## config.mk

```make
export PLATFORM = sky130hd
export DESIGN_NAME = cheri_stkz_lsu_arb_flat
export DESIGN_NICKNAME = d
export VERILOG_FILES = /design/src/rtl/cheri_pkg.sv /design/src/rtl/cheri_stkz_lsu_arb_if.sv /design/src/rtl/cheri_lsu_owner_fifo.sv /design/src/rtl/cheri_stkz_lsu_arb.sv /design/src/flat_wrapper.sv
export SDC_FILE = /design/constraint.sdc
export NUM_CORES = 1
export LEC_CHECK = 0
export BUFFER_PORTS_ARGS = -buffer_cell sky130_fd_sc_hd__buf_2
export CELL_PAD_IN_SITES_DETAIL_PLACEMENT = 1
export CELL_PAD_IN_SITES_GLOBAL_PLACEMENT = 2
export CORE_MARGIN = 5
export CORE_UTILIZATION = 12
export CTS_CLUSTER_SIZE = 14
export DETAILED_ROUTE_END_ITERATION = 8
export PLACE_DENSITY = 0.87
export SYNTH_ARGS = -nofsm -noshare
export SYNTH_HDL_FRONTEND = slang
export SYNTH_SLANG_ARGS = --single-unit
```

## constraint.sdc

```tcl
create_clock -name clk_i -period 2.69 [get_ports clk_i]
set_input_delay 0.538 -clock clk_i [delete_from_list [all_inputs] [get_ports clk_i]]
set_output_delay 0.538 -clock clk_i [all_outputs]
set_load 0.1 [all_outputs]
```

## src/rtl/cheri_pkg.sv

```systemverilog
// Shared types for the stack-zeroizer / core LSU arbiter: owner tags, FSM states, fairness limit.
package cheri_pkg;

    typedef enum logic {
        OWN_CORE = 1'b0,
        OWN_STKZ = 1'b1
    } arb_owner_t;

    typedef enum logic [1:0] {
        ARB_IDLE = 2'd0,
        ARB_CORE = 2'd1,
        ARB_STKZ = 2'd2
    } arb_state_t;

    // Consecutive core grants tolerated while the zeroizer waits, when fairness is built.
    localparam int unsigned ARB_FAIR_LIMIT = 7;

    function automatic arb_state_t owner_state(arb_owner_t owner);
        return (owner == OWN_STKZ) ? ARB_STKZ : ARB_CORE;
    endfunction

endpackage

```

## src/rtl/cheri_stkz_lsu_arb_if.sv

```systemverilog
// Bundle of core, zeroizer and LSU request/response signals around the arbiter.
// slave = arbiter side, master = requesters plus LSU.
interface cheri_stkz_lsu_arb_if #(
    parameter int unsigned DataWidth = 33
);
    logic                 core_req_i;
    logic                 core_we_i;
    logic                 core_is_cap_i;
    logic [31:0]          core_addr_i;
    logic [DataWidth-1:0] core_wdata_i;
    logic                 core_req_done_o;
    logic                 core_resp_valid_o;
    logic                 core_resp_err_o;

    logic                 stkz_req_i;
    logic                 stkz_we_i;
    logic                 stkz_is_cap_i;
    logic [31:0]          stkz_addr_i;
    logic [DataWidth-1:0] stkz_wdata_i;
    logic                 stkz_req_done_o;
    logic                 stkz_resp_valid_o;
    logic                 stkz_resp_err_o;

    logic                 lsu_req_o;
    logic                 lsu_we_o;
    logic                 lsu_is_cap_o;
    logic [31:0]          lsu_addr_o;
    logic [DataWidth-1:0] lsu_wdata_o;
    logic                 lsu_req_done_i;
    logic                 lsu_resp_valid_i;
    logic                 lsu_resp_err_i;

    modport slave (
        input  core_req_i, core_we_i, core_is_cap_i, core_addr_i, core_wdata_i,
        output core_req_done_o, core_resp_valid_o, core_resp_err_o,
        input  stkz_req_i, stkz_we_i, stkz_is_cap_i, stkz_addr_i, stkz_wdata_i,
        output stkz_req_done_o, stkz_resp_valid_o, stkz_resp_err_o,
        output lsu_req_o, lsu_we_o, lsu_is_cap_o, lsu_addr_o, lsu_wdata_o,
        input  lsu_req_done_i, lsu_resp_valid_i, lsu_resp_err_i
    );

    modport master (
        output core_req_i, core_we_i, core_is_cap_i, core_addr_i, core_wdata_i,
        input  core_req_done_o, core_resp_valid_o, core_resp_err_o,
        output stkz_req_i, stkz_we_i, stkz_is_cap_i, stkz_addr_i, stkz_wdata_i,
        input  stkz_req_done_o, stkz_resp_valid_o, stkz_resp_err_o,
        input  lsu_req_o, lsu_we_o, lsu_is_cap_o, lsu_addr_o, lsu_wdata_o,
        output lsu_req_done_i, lsu_resp_valid_i, lsu_resp_err_i
    );

endinterface

```

## src/rtl/cheri_lsu_owner_fifo.sv

```systemverilog
// Two-entry FIFO of request owners awaiting an LSU response; head bypasses the push when empty.
// Zero-latency head; no internal backpressure, the caller stops granting while full.
module cheri_lsu_owner_fifo
    import cheri_pkg::*;
(
    input  logic       clk_i,
    input  logic       rst_ni,
    input  logic       push_i,
    input  arb_owner_t push_owner_i,
    input  logic       pop_i,
    output arb_owner_t head_o,
    output logic [1:0] count_o
);

    arb_owner_t mem_q [2];
    logic       wr_ptr_q, rd_ptr_q;
    logic [1:0] count_q;
    logic       empty, bypass, do_push, do_pop;

    assign empty   = (count_q == 2'd0);
    // A push popped in the same cycle on an empty FIFO never gets stored.
    assign bypass  = push_i && pop_i && empty;
    assign do_push = push_i && !bypass;
    assign do_pop  = pop_i && !empty;
    assign head_o  = empty ? push_owner_i : mem_q[rd_ptr_q];
    assign count_o = count_q;

    always_ff @(posedge clk_i or negedge rst_ni) begin
        if (!rst_ni) begin
            mem_q[0] <= OWN_CORE;
            mem_q[1] <= OWN_CORE;
            wr_ptr_q <= 1'b0;
            rd_ptr_q <= 1'b0;
            count_q  <= 2'd0;
        end else begin
            if (do_push) begin
                mem_q[wr_ptr_q] <= push_owner_i;
                wr_ptr_q        <= ~wr_ptr_q;
            end
            if (do_pop) begin
                rd_ptr_q <= ~rd_ptr_q;
            end
            count_q <= count_q + {1'b0, do_push} - {1'b0, do_pop};
        end
    end

`ifndef SYNTHESIS
    a_no_overflow: assert property (@(posedge clk_i) disable iff (!rst_ni)
        (do_push && count_q == 2'd2) |-> do_pop);
`endif

endmodule

```

## src/rtl/cheri_stkz_lsu_arb.sv

```systemverilog
// Merges core and stack-zeroizer LSU traffic; holds the owner until done, routes responses via an owner FIFO.
// Zero-latency grant; no grant while two responses are outstanding. CHERI_STKZ_ARB_FAIR_EN adds zeroizer fairness.
module cheri_stkz_lsu_arb
    import cheri_pkg::*;
#(
    parameter int unsigned DataWidth = 33
) (
    input logic                  clk_i,
    input logic                  rst_ni,
    cheri_stkz_lsu_arb_if.slave  bus
);

    arb_state_t           state_q, state_d;
    arb_owner_t           pick, owner, fifo_head;
    logic                 pick_vld, own_vld, fair_force, stall;
    logic                 lsu_req, push, resp_ok;
    logic [1:0]           fifo_cnt;
    logic [DataWidth-1:0] wdata_mux;

    assign stall = (fifo_cnt == 2'd2) && !bus.lsu_resp_valid_i;

    always_comb begin
        pick     = OWN_CORE;
        pick_vld = 1'b0;
        if (!stall) begin
            if (bus.stkz_req_i && (fair_force || !bus.core_req_i)) begin
                pick     = OWN_STKZ;
                pick_vld = 1'b1;
            end else if (bus.core_req_i) begin
                pick_vld = 1'b1;
            end
        end
    end

    always_comb begin
        owner   = pick;
        own_vld = pick_vld;
        unique case (state_q)
            ARB_CORE: begin owner = OWN_CORE; own_vld = 1'b1; end
            ARB_STKZ: begin owner = OWN_STKZ; own_vld = 1'b1; end
            default:  ;
        endcase
    end

    always_comb begin
        lsu_req          = 1'b0;
        bus.lsu_we_o     = 1'b0;
        bus.lsu_is_cap_o = 1'b0;
        bus.lsu_addr_o   = '0;
        wdata_mux        = '0;
        if (own_vld) begin
            if (owner == OWN_STKZ) begin
                lsu_req          = bus.stkz_req_i;
                bus.lsu_we_o     = bus.stkz_we_i;
                bus.lsu_is_cap_o = bus.stkz_is_cap_i;
                bus.lsu_addr_o   = bus.stkz_addr_i;
                wdata_mux        = bus.stkz_wdata_i;
            end else begin
                lsu_req          = bus.core_req_i;
                bus.lsu_we_o     = bus.core_we_i;
                bus.lsu_is_cap_o = bus.core_is_cap_i;
                bus.lsu_addr_o   = bus.core_addr_i;
                wdata_mux        = bus.core_wdata_i;
            end
        end
    end

    assign bus.lsu_req_o   = lsu_req;
    assign bus.lsu_wdata_o = wdata_mux;

    // A done in the grant cycle completes the request without leaving idle.
    always_comb begin
        state_d = state_q;
        unique case (state_q)
            ARB_IDLE: if (lsu_req && !bus.lsu_req_done_i) state_d = owner_state(owner);
            ARB_CORE,
            ARB_STKZ: if (bus.lsu_req_done_i) state_d = ARB_IDLE;
            default:  state_d = ARB_IDLE;
        endcase
    end

    always_ff @(posedge clk_i or negedge rst_ni) begin
        if (!rst_ni) state_q <= ARB_IDLE;
        else         state_q <= state_d;
    end

    assign push                = bus.lsu_req_done_i && own_vld;
    assign bus.core_req_done_o = push && (owner == OWN_CORE);
    assign bus.stkz_req_done_o = push && (owner == OWN_STKZ);

    cheri_lsu_owner_fifo u_owner_fifo (
        .clk_i        (clk_i),
        .rst_ni       (rst_ni),
        .push_i       (push),
        .push_owner_i (owner),
        .pop_i        (bus.lsu_resp_valid_i),
        .head_o       (fifo_head),
        .count_o      (fifo_cnt)
    );

    // Responses with nobody waiting for them are dropped.
    assign resp_ok               = bus.lsu_resp_valid_i && ((fifo_cnt != 2'd0) || push);
    assign bus.core_resp_valid_o = resp_ok && (fifo_head == OWN_CORE);
    assign bus.core_resp_err_o   = bus.core_resp_valid_o && bus.lsu_resp_err_i;
    assign bus.stkz_resp_valid_o = resp_ok && (fifo_head == OWN_STKZ);
    assign bus.stkz_resp_err_o   = bus.stkz_resp_valid_o && bus.lsu_resp_err_i;

`ifdef CHERI_STKZ_ARB_FAIR_EN
    logic       idle_grant;
    logic [2:0] fair_cnt_q;

    assign idle_grant = (state_q == ARB_IDLE) && pick_vld;
    assign fair_force = (fair_cnt_q == 3'(ARB_FAIR_LIMIT));

    always_ff @(posedge clk_i or negedge rst_ni) begin
        if (!rst_ni) begin
            fair_cnt_q <= 3'd0;
        end else if (!bus.stkz_req_i || (idle_grant && pick == OWN_STKZ)) begin
            fair_cnt_q <= 3'd0;
        end else if (idle_grant) begin
            fair_cnt_q <= fair_cnt_q + 3'd1;
        end
    end
`else
    assign fair_force = 1'b0;
`endif

`ifndef SYNTHESIS
    a_resp_has_owner: assert property (@(posedge clk_i) disable iff (!rst_ni)
        bus.lsu_resp_valid_i |-> ((fifo_cnt != 2'd0) || push));
`endif

endmodule

```

## src/flat_wrapper.sv

```systemverilog
// flat-port wrapper written by rule: the top's interface ports become plain ports
module cheri_stkz_lsu_arb_flat import cheri_pkg::*;
#(
    parameter int unsigned DataWidth = 33
)
  (clk_i, rst_ni, bus_core_req_i, bus_core_we_i, bus_core_is_cap_i, bus_core_addr_i, bus_core_wdata_i, bus_core_req_done_o, bus_core_resp_valid_o, bus_core_resp_err_o, bus_stkz_req_i, bus_stkz_we_i, bus_stkz_is_cap_i, bus_stkz_addr_i, bus_stkz_wdata_i, bus_stkz_req_done_o, bus_stkz_resp_valid_o, bus_stkz_resp_err_o, bus_lsu_req_o, bus_lsu_we_o, bus_lsu_is_cap_o, bus_lsu_addr_o, bus_lsu_wdata_o, bus_lsu_req_done_i, bus_lsu_resp_valid_i, bus_lsu_resp_err_i);
  cheri_stkz_lsu_arb_if #(.DataWidth(DataWidth)) bus_i ();
  input logic clk_i;
  input logic rst_ni;
  input wire logic [$bits(bus_i.core_req_i)-1:0] bus_core_req_i;
  input wire logic [$bits(bus_i.core_we_i)-1:0] bus_core_we_i;
  input wire logic [$bits(bus_i.core_is_cap_i)-1:0] bus_core_is_cap_i;
  input wire logic [$bits(bus_i.core_addr_i)-1:0] bus_core_addr_i;
  input wire logic [$bits(bus_i.core_wdata_i)-1:0] bus_core_wdata_i;
  output wire logic [$bits(bus_i.core_req_done_o)-1:0] bus_core_req_done_o;
  output wire logic [$bits(bus_i.core_resp_valid_o)-1:0] bus_core_resp_valid_o;
  output wire logic [$bits(bus_i.core_resp_err_o)-1:0] bus_core_resp_err_o;
  input wire logic [$bits(bus_i.stkz_req_i)-1:0] bus_stkz_req_i;
  input wire logic [$bits(bus_i.stkz_we_i)-1:0] bus_stkz_we_i;
  input wire logic [$bits(bus_i.stkz_is_cap_i)-1:0] bus_stkz_is_cap_i;
  input wire logic [$bits(bus_i.stkz_addr_i)-1:0] bus_stkz_addr_i;
  input wire logic [$bits(bus_i.stkz_wdata_i)-1:0] bus_stkz_wdata_i;
  output wire logic [$bits(bus_i.stkz_req_done_o)-1:0] bus_stkz_req_done_o;
  output wire logic [$bits(bus_i.stkz_resp_valid_o)-1:0] bus_stkz_resp_valid_o;
  output wire logic [$bits(bus_i.stkz_resp_err_o)-1:0] bus_stkz_resp_err_o;
  output wire logic [$bits(bus_i.lsu_req_o)-1:0] bus_lsu_req_o;
  output wire logic [$bits(bus_i.lsu_we_o)-1:0] bus_lsu_we_o;
  output wire logic [$bits(bus_i.lsu_is_cap_o)-1:0] bus_lsu_is_cap_o;
  output wire logic [$bits(bus_i.lsu_addr_o)-1:0] bus_lsu_addr_o;
  output wire logic [$bits(bus_i.lsu_wdata_o)-1:0] bus_lsu_wdata_o;
  input wire logic [$bits(bus_i.lsu_req_done_i)-1:0] bus_lsu_req_done_i;
  input wire logic [$bits(bus_i.lsu_resp_valid_i)-1:0] bus_lsu_resp_valid_i;
  input wire logic [$bits(bus_i.lsu_resp_err_i)-1:0] bus_lsu_resp_err_i;
  assign bus_i.core_req_i = bus_core_req_i;
  assign bus_i.core_we_i = bus_core_we_i;
  assign bus_i.core_is_cap_i = bus_core_is_cap_i;
  assign bus_i.core_addr_i = bus_core_addr_i;
  assign bus_i.core_wdata_i = bus_core_wdata_i;
  assign bus_core_req_done_o = bus_i.core_req_done_o;
  assign bus_core_resp_valid_o = bus_i.core_resp_valid_o;
  assign bus_core_resp_err_o = bus_i.core_resp_err_o;
  assign bus_i.stkz_req_i = bus_stkz_req_i;
  assign bus_i.stkz_we_i = bus_stkz_we_i;
  assign bus_i.stkz_is_cap_i = bus_stkz_is_cap_i;
  assign bus_i.stkz_addr_i = bus_stkz_addr_i;
  assign bus_i.stkz_wdata_i = bus_stkz_wdata_i;
  assign bus_stkz_req_done_o = bus_i.stkz_req_done_o;
  assign bus_stkz_resp_valid_o = bus_i.stkz_resp_valid_o;
  assign bus_stkz_resp_err_o = bus_i.stkz_resp_err_o;
  assign bus_lsu_req_o = bus_i.lsu_req_o;
  assign bus_lsu_we_o = bus_i.lsu_we_o;
  assign bus_lsu_is_cap_o = bus_i.lsu_is_cap_o;
  assign bus_lsu_addr_o = bus_i.lsu_addr_o;
  assign bus_lsu_wdata_o = bus_i.lsu_wdata_o;
  assign bus_i.lsu_req_done_i = bus_lsu_req_done_i;
  assign bus_i.lsu_resp_valid_i = bus_lsu_resp_valid_i;
  assign bus_i.lsu_resp_err_i = bus_lsu_resp_err_i;
  cheri_stkz_lsu_arb #(.DataWidth(DataWidth)) u_core (.clk_i(clk_i), .rst_ni(rst_ni), .bus(bus_i));
endmodule
```

Word-level counts from Yosys, hierarchy flattened
Cells that the tools add are included.

Add/sub/neg operators: 2. $lt $le $gt $ge: 3. Equal/unequal tests: 5. Mux-type cells: 28. Bitwise logic cells: 6. Reductions and logical operators: 27.

Operator list (count): $mux W33 (2); $mux W32 (2); $mux W1 (17); $logic_and A1 B1 Y1 (16); $mux W2 (3); $logic_not A1 Y1 (5); $eq A2 B2 Y1 const B (2); $ge A2 B2 Y1 const B (2); $logic_not A2 Y1 (2); $ne A2 B1 Y1 const B (2); $not A1 Y1 (4); $not A1 Y2 (2); $pmux W2 S2 (1); $add A2 B1 Y2 (1); $bwmux W2 (1); $eq A2 B1 Y1 const B (1); $lt A2 B1 Y1 const B (1); $pmux W1 S2 (1); $reduce_and A2 Y1 (1); $reduce_bool A2 Y1 (1); $reduce_or A2 Y1 (1); $sub A2 B1 Y2 (1); $demux W1 S1 (1); $logic_or A1 B1 Y1 (1).

Flip-flop bits (word level): 8. Bits of input ports: 141. Output and inout port bits: 74.

Logic depth before layout (Yosys ltp)
Depth after elaboration: 12. Mapped depth: 12.

Modules after synthesis
From an unflattened synthesis, not the netlist that was laid out.

Cell total of the unflattened synthesis: 219. Area, all modules: 1958.1 um^2.

By module, submodules not included: cheri_stkz_lsu_arb (times used 1, cells an instance 193, area each 1659.1 um^2); cheri_lsu_owner_fifo (times used 1, cells an instance 26, area each 299.0 um^2).

Worst setup path after synthesis
OpenSTA, ideal clock, no wires.

Path type: register -> output. Start point: register u_core.state_q[1]. End point: output bus_lsu_wdata_o[10]. Arrival: 3502 ps. Data required time: 2152 ps. Slack: -1350 ps. Stages on the path, launching flop included: 9. Buffers on the path: 3. Path through: dfrtp_1 inv_1 ha_1 buf_6 o21bai_1 buf_4 clkbuf_1 nand2_1 o21ai_0.

Word-level cells in the longest chain between the ends: 4. Elaborated cells between the ends (all ways): 7.

Ends and longest elaborated chain: start: declaration (line cheri_stkz_lsu_arb.sv:13) `arb_state_t state_q, state_d;`; start signal: assignment (line cheri_stkz_lsu_arb.sv:84) `else state_q <= state_d;`; $eq A2 B2 Y1 or $eq A2 B1 Y1 (tied branches) (line cheri_stkz_lsu_arb.sv:38) `unique case (state_q)`; $pmux W1 S2 or $reduce_or A2 Y1 (tied branches); $mux W33 or $mux W1 (tied branches) (line cheri_stkz_lsu_arb.sv:52, cheri_stkz_lsu_arb.sv:38); $mux W33 (*) (line cheri_stkz_lsu_arb.sv:51) `if (own_vld) begin`; end: declaration (line flat_wrapper.sv:30) `output wire logic [$bits(bus_i.lsu_wdata_o)-1:0] bus_lsu_wdata_o;`.

Every way passes the cells marked *; elsewhere a longest branch is shown, timed or not.

Worst setup path after layout
Start point: register u_core.state_q[0]. End point: output bus_stkz_resp_err_o.

Word-level cells in the longest chain between the ends: 8. Elaborated cells between the ends (all ways): 11.

Ends and longest elaborated chain: $eq A2 B1 Y1 or $eq A2 B2 Y1 (tied branches) (line cheri_stkz_lsu_arb.sv:38); $reduce_or A2 Y1 (no line); $mux W1 (line cheri_stkz_lsu_arb.sv:38); $logic_and A1 B1 Y1 (line cheri_stkz_lsu_arb.sv:87) `assign push = bus.lsu_req_done_i && own_vld;`; $logic_or A1 B1 Y1 (line cheri_stkz_lsu_arb.sv:102) `assign resp_ok = bus.lsu_resp_valid_i && ((fifo_cnt != 2'd0) || push);`; $logic_and A1 B1 Y1 (line cheri_stkz_lsu_arb.sv:102); $logic_and A1 B1 Y1 (*) (line cheri_stkz_lsu_arb.sv:105) `assign bus.stkz_resp_valid_o = resp_ok && (fifo_head == OWN_STKZ);`; $logic_and A1 B1 Y1 (*) (line cheri_stkz_lsu_arb.sv:106) `assign bus.stkz_resp_err_o = bus.stkz_resp_valid_o && bus.lsu_resp_err_i;`; end: declaration (line flat_wrapper.sv:25) `output wire logic [$bits(bus_i.stkz_resp_err_o)-1:0] bus_stkz_resp_err_o;`.

Marked as above.

==> Flow_metrics.wiki <==
{| class="wikitable"
! Metric !! Value
|-
| Pins Over Slew Limit || 0
|-
| Transition time of the tightest slew-check pin || 0.514 ns
|-
| Post-Route WL || 11500 um
|-
| Final setup violating endpoints || 11
|-
| Layout cell share with drive strength beyond 1 || 74.2%
|-
| Data required, critical path || 2.15 ns
|-
| Overall die area || 15500 um2
|-
| Category of the worst setup path capture point || primary output
|-
| Area grow syn2layout || 242%
|-
| Cell Rows || 41
|-
| CTS sink cnt || 8
|-
| Diode insertion count for antenna repair || 0
|-
| Post-layout net count || 675
|-
| Maximum number of pins on one net before global-route repair || 31
|-
| Max Fanout on Critical Path || 7
|-
| Number of global-route vias before repair || 3248
|-
| Hold Violations, Final || 0
|-
| Setup repair after global routing missed its margin || yes
|-
| Number of buffers between clock root and the deepest sink || 2
|-
| Clock latency at the later pin of the worst-skew pair || 0.24 ns
|-
| Overall global routing resource usage || 13.3%
|-
| Met1 Wirelength || 3760 um
|-
| Violated checks || negative setup slack
|-
| Final design instance area without fill || 5390 um2
|-
| Class of the tightest hold or removal check || in -> async
|-
| Worst EP arrival || 2.18 ns
|-
| Number of vias per cell after detailed routing || 4.28
|-
| Type of the setup path with the least slack || reg -> out
|-
| Detailed-route wire length per cell || 16.4 um
|-
| Slew headroom || 65.6%
|-
| Met2 wire length || 6660 um
|-
| Total overflow reported by the global router || 0
|-
| Number of max-cap violations || 0
|-
| Die W || 125 um
|-
| Final weighted congestion in routability-driven placement || 0.875
|-
| Portion of the post-synthesis area used by sequential elements || 12.7%
|-
| Number of antenna violations at the first check in global routing || 0
|-
| Placed Cells incl. Taps || 671
|-
| Standard cell core area || 12800 um2
|-
| F_max || 0.368 GHz
|-
| Met3 wire len || 885 um
|-
| Number of top-level pins || 215
|-
| Syn_nets || 432
|-
| Synth warnings || 0
|-
| Type of element launching the critical path || flop
|-
| Wire length of the first global-routing pass || 17200 um
|-
| Clk root buf || sky130_fd_sc_hd__clkbuf_16
|-
| Netlist area before placement || 1580 um2
|-
| Synthesized flop and latch total || 8
|-
| Vias || 2996
|-
| Placed Instance Area || 4500 um2
|-
| Clock transition at the registers of the reported paths || 0.04 ns
|-
| Starting density of the core || 12.3%
|-
| Number of port buffers || 214
|-
| Crit path setup slack, layout || -0.0265 ns
|-
| Mapped Cells || 287
|-
| Half-perimeter wire length after placement || 8840 um
|-
| Remaining antenna violation count after routing || 0
|-
| CTS tree || yes
|-
| Total iterations of the first detailed-routing run || 3
|-
| # H-tree levels || 1
|-
| Num CTS Buffers || 3
|-
| Top layer used by detailed routing || met4
|-
| Run status || complete, but fails checks
|-
| Non-Filler Instances || 700
|-
| Post-Syn Area per Cell || 5.49 um2
|-
| Y dimension of the die || 125 um
|-
| Number of library cell types mapped by synthesis || 33
|-
| Period utilization || 101%
|-
| Final Skew || 0.00171 ns
|-
| Post-layout min period || 2.72 ns
|-
| Starting DRT DRC Count || 72
|-
| DRC violation count after routing || 0
|}
-- cells in the final DEF (no fill, tap or decap), drive strengths merged, types with 2 or more instances in the layout --
master / n
xnor2: 3
inv: 5
nand2: 142
mux2: 3
clkbuf: 22
o21ai: 69
nor2b: 2
o31ai: 2
dfrtp: 8
buf: 244
and3: 2
a31oi: 2
ha: 4
nor4: 2
nor2: 5
-- kinds of logic (layout without fill, tap and decap cells) --
kind of cell,after synthesis,in the layout,synth area share [%]
DFF,8,8,12.7
xor gates and xnor gates,4,4,2.22
muxes,4,4,2.78
AOI/OAI and AO/OA,78,78,27.2
buffers and inverters,30,271,10.9
adders and majority gates,4,4,3.17
and+or+nand+nor,159,159,41.0
-- area by class of cell --
class | instances | area, um2
inverters | 5 | 18.8
multi-input cells | 249 | 1970
fillers | 1461 | 7390
clock buffers | 3 | 75.1
flip-flops and latches | 8 | 200
repair buffers | 263 | 2910
well taps | 172 | 215
-- path summary, 6_finish.rpt --
path                                                 from                              to  slack (ns)  depth (start not counted)
min in group clk_i         u_core.u_owner_fifo.count_o[1]  u_core.u_owner_fifo.count_o[1]        0.51                          1
max                                     u_core.state_q[0]             bus_stkz_resp_err_o       -0.03                          8
max in group asynchronous                          rst_ni    u_core.u_owner_fifo.rd_ptr_q        2.39                          1
min reg2reg                u_core.u_owner_fifo.count_o[1]  u_core.u_owner_fifo.count_o[1]        0.51                          1
max reg2reg                             u_core.state_q[0]  u_core.u_owner_fifo.count_o[1]        0.52                         10
min                                                rst_ni  u_core.u_owner_fifo.count_o[0]        0.13                          1
-- cell usage after synthesis --
cell	number	area, um2
sky130_fd_sc_hd__a31oi_1	2	12.5
sky130_fd_sc_hd__buf_4	1	7.51
sky130_fd_sc_hd__clkbuf_1	5	18.8
sky130_fd_sc_hd__ha_1	4	50.1
sky130_fd_sc_hd__a21oi_1	1	5.00
sky130_fd_sc_hd__o41ai_4	1	27.5
sky130_fd_sc_hd__nand4_1	1	6.26
sky130_fd_sc_hd__nand4b_1	1	8.76
sky130_fd_sc_hd__a21boi_0	1	7.51
sky130_fd_sc_hd__and2_1	1	6.26
sky130_fd_sc_hd__nor2_1	5	18.8
sky130_fd_sc_hd__dfrtp_1	8	200
sky130_fd_sc_hd__nand3_2	1	10.0
sky130_fd_sc_hd__nand3b_1	1	7.51
sky130_fd_sc_hd__o311ai_0	1	8.76
sky130_fd_sc_hd__nor3b_4	1	18.8
sky130_fd_sc_hd__o21ai_0	64	320
sky130_fd_sc_hd__inv_1	4	15.0
sky130_fd_sc_hd__buf_6	5	56.3
sky130_fd_sc_hd__xor2_1	1	8.76
sky130_fd_sc_hd__o21ai_1	5	25.0
sky130_fd_sc_hd__o21bai_1	1	7.51
sky130_fd_sc_hd__o31ai_1	2	15.0
sky130_fd_sc_hd__buf_2	11	55.1
sky130_fd_sc_hd__mux2_2	3	33.8
sky130_fd_sc_hd__nand2_1	142	533
sky130_fd_sc_hd__mux2i_1	1	10.0
sky130_fd_sc_hd__nor4_1	2	12.5
sky130_fd_sc_hd__xnor2_1	3	26.3
sky130_fd_sc_hd__and3_1	2	12.5
sky130_fd_sc_hd__inv_2	1	3.75
sky130_fd_sc_hd__clkbuf_2	3	15.0
sky130_fd_sc_hd__nor2b_1	2	12.5
-- flip-flops by register name, indices dropped and copies added (netlist names) --
name / count
u_core.state_q: 2
u_core.u_owner_fifo.count_o: 2
u_core.u_owner_fifo.mem_q: 2
u_core.u_owner_fifo.rd_ptr_q: 1
u_core.u_owner_fifo.wr_ptr_q: 1
-- routing by layer --
layer	global-route usage, %	vias to the layer above
li1	-	1429
met1	12.9	1420
met2	26.9	132
met3	3.64	15
met4	3.55	0
met5	0	-
-- worst max-delay path: stages (launching register included) --
cell and delay (ns):
sky130_fd_sc_hd__dfrtp_1 0.38, sky130_fd_sc_hd__inv_2 0.09, sky130_fd_sc_hd__ha_4 0.22, sky130_fd_sc_hd__o41ai_4 0.42, sky130_fd_sc_hd__buf_6 0.25, sky130_fd_sc_hd__a21oi_4 0.09, sky130_fd_sc_hd__buf_6 0.15, sky130_fd_sc_hd__nor2_4 0.14
sky130_fd_sc_hd__buf_12 0.19
-- through the flow --
stage	setup TNS, ns	hold slack [ns]	setup slack (ns)	utilization (%)
global placement	0	0.386	0.131	35.2
floorplan	-9.26	0.242	-0.521	-
detailed placement	0	0.390	0.0208	35.2
finish	-0.147	0.133	-0.0265	42.2
global route	-5.32	0.148	-0.126	42.2
CTS	-0.640	0.135	-0.0465	36.9
-- repair_timing --
item                                    in CTS  in global routing
cloned                                       2                  4
pin swaps                                    3                 14
endpoints found under the setup margin      73                 73
hold buffers                                 0                  0
setup buffers                                4                 18
resized for setup                           18                111
Power is not shown: default switching activity piles up to over one toggle a cycle in this logic, so the estimate is an artifact.
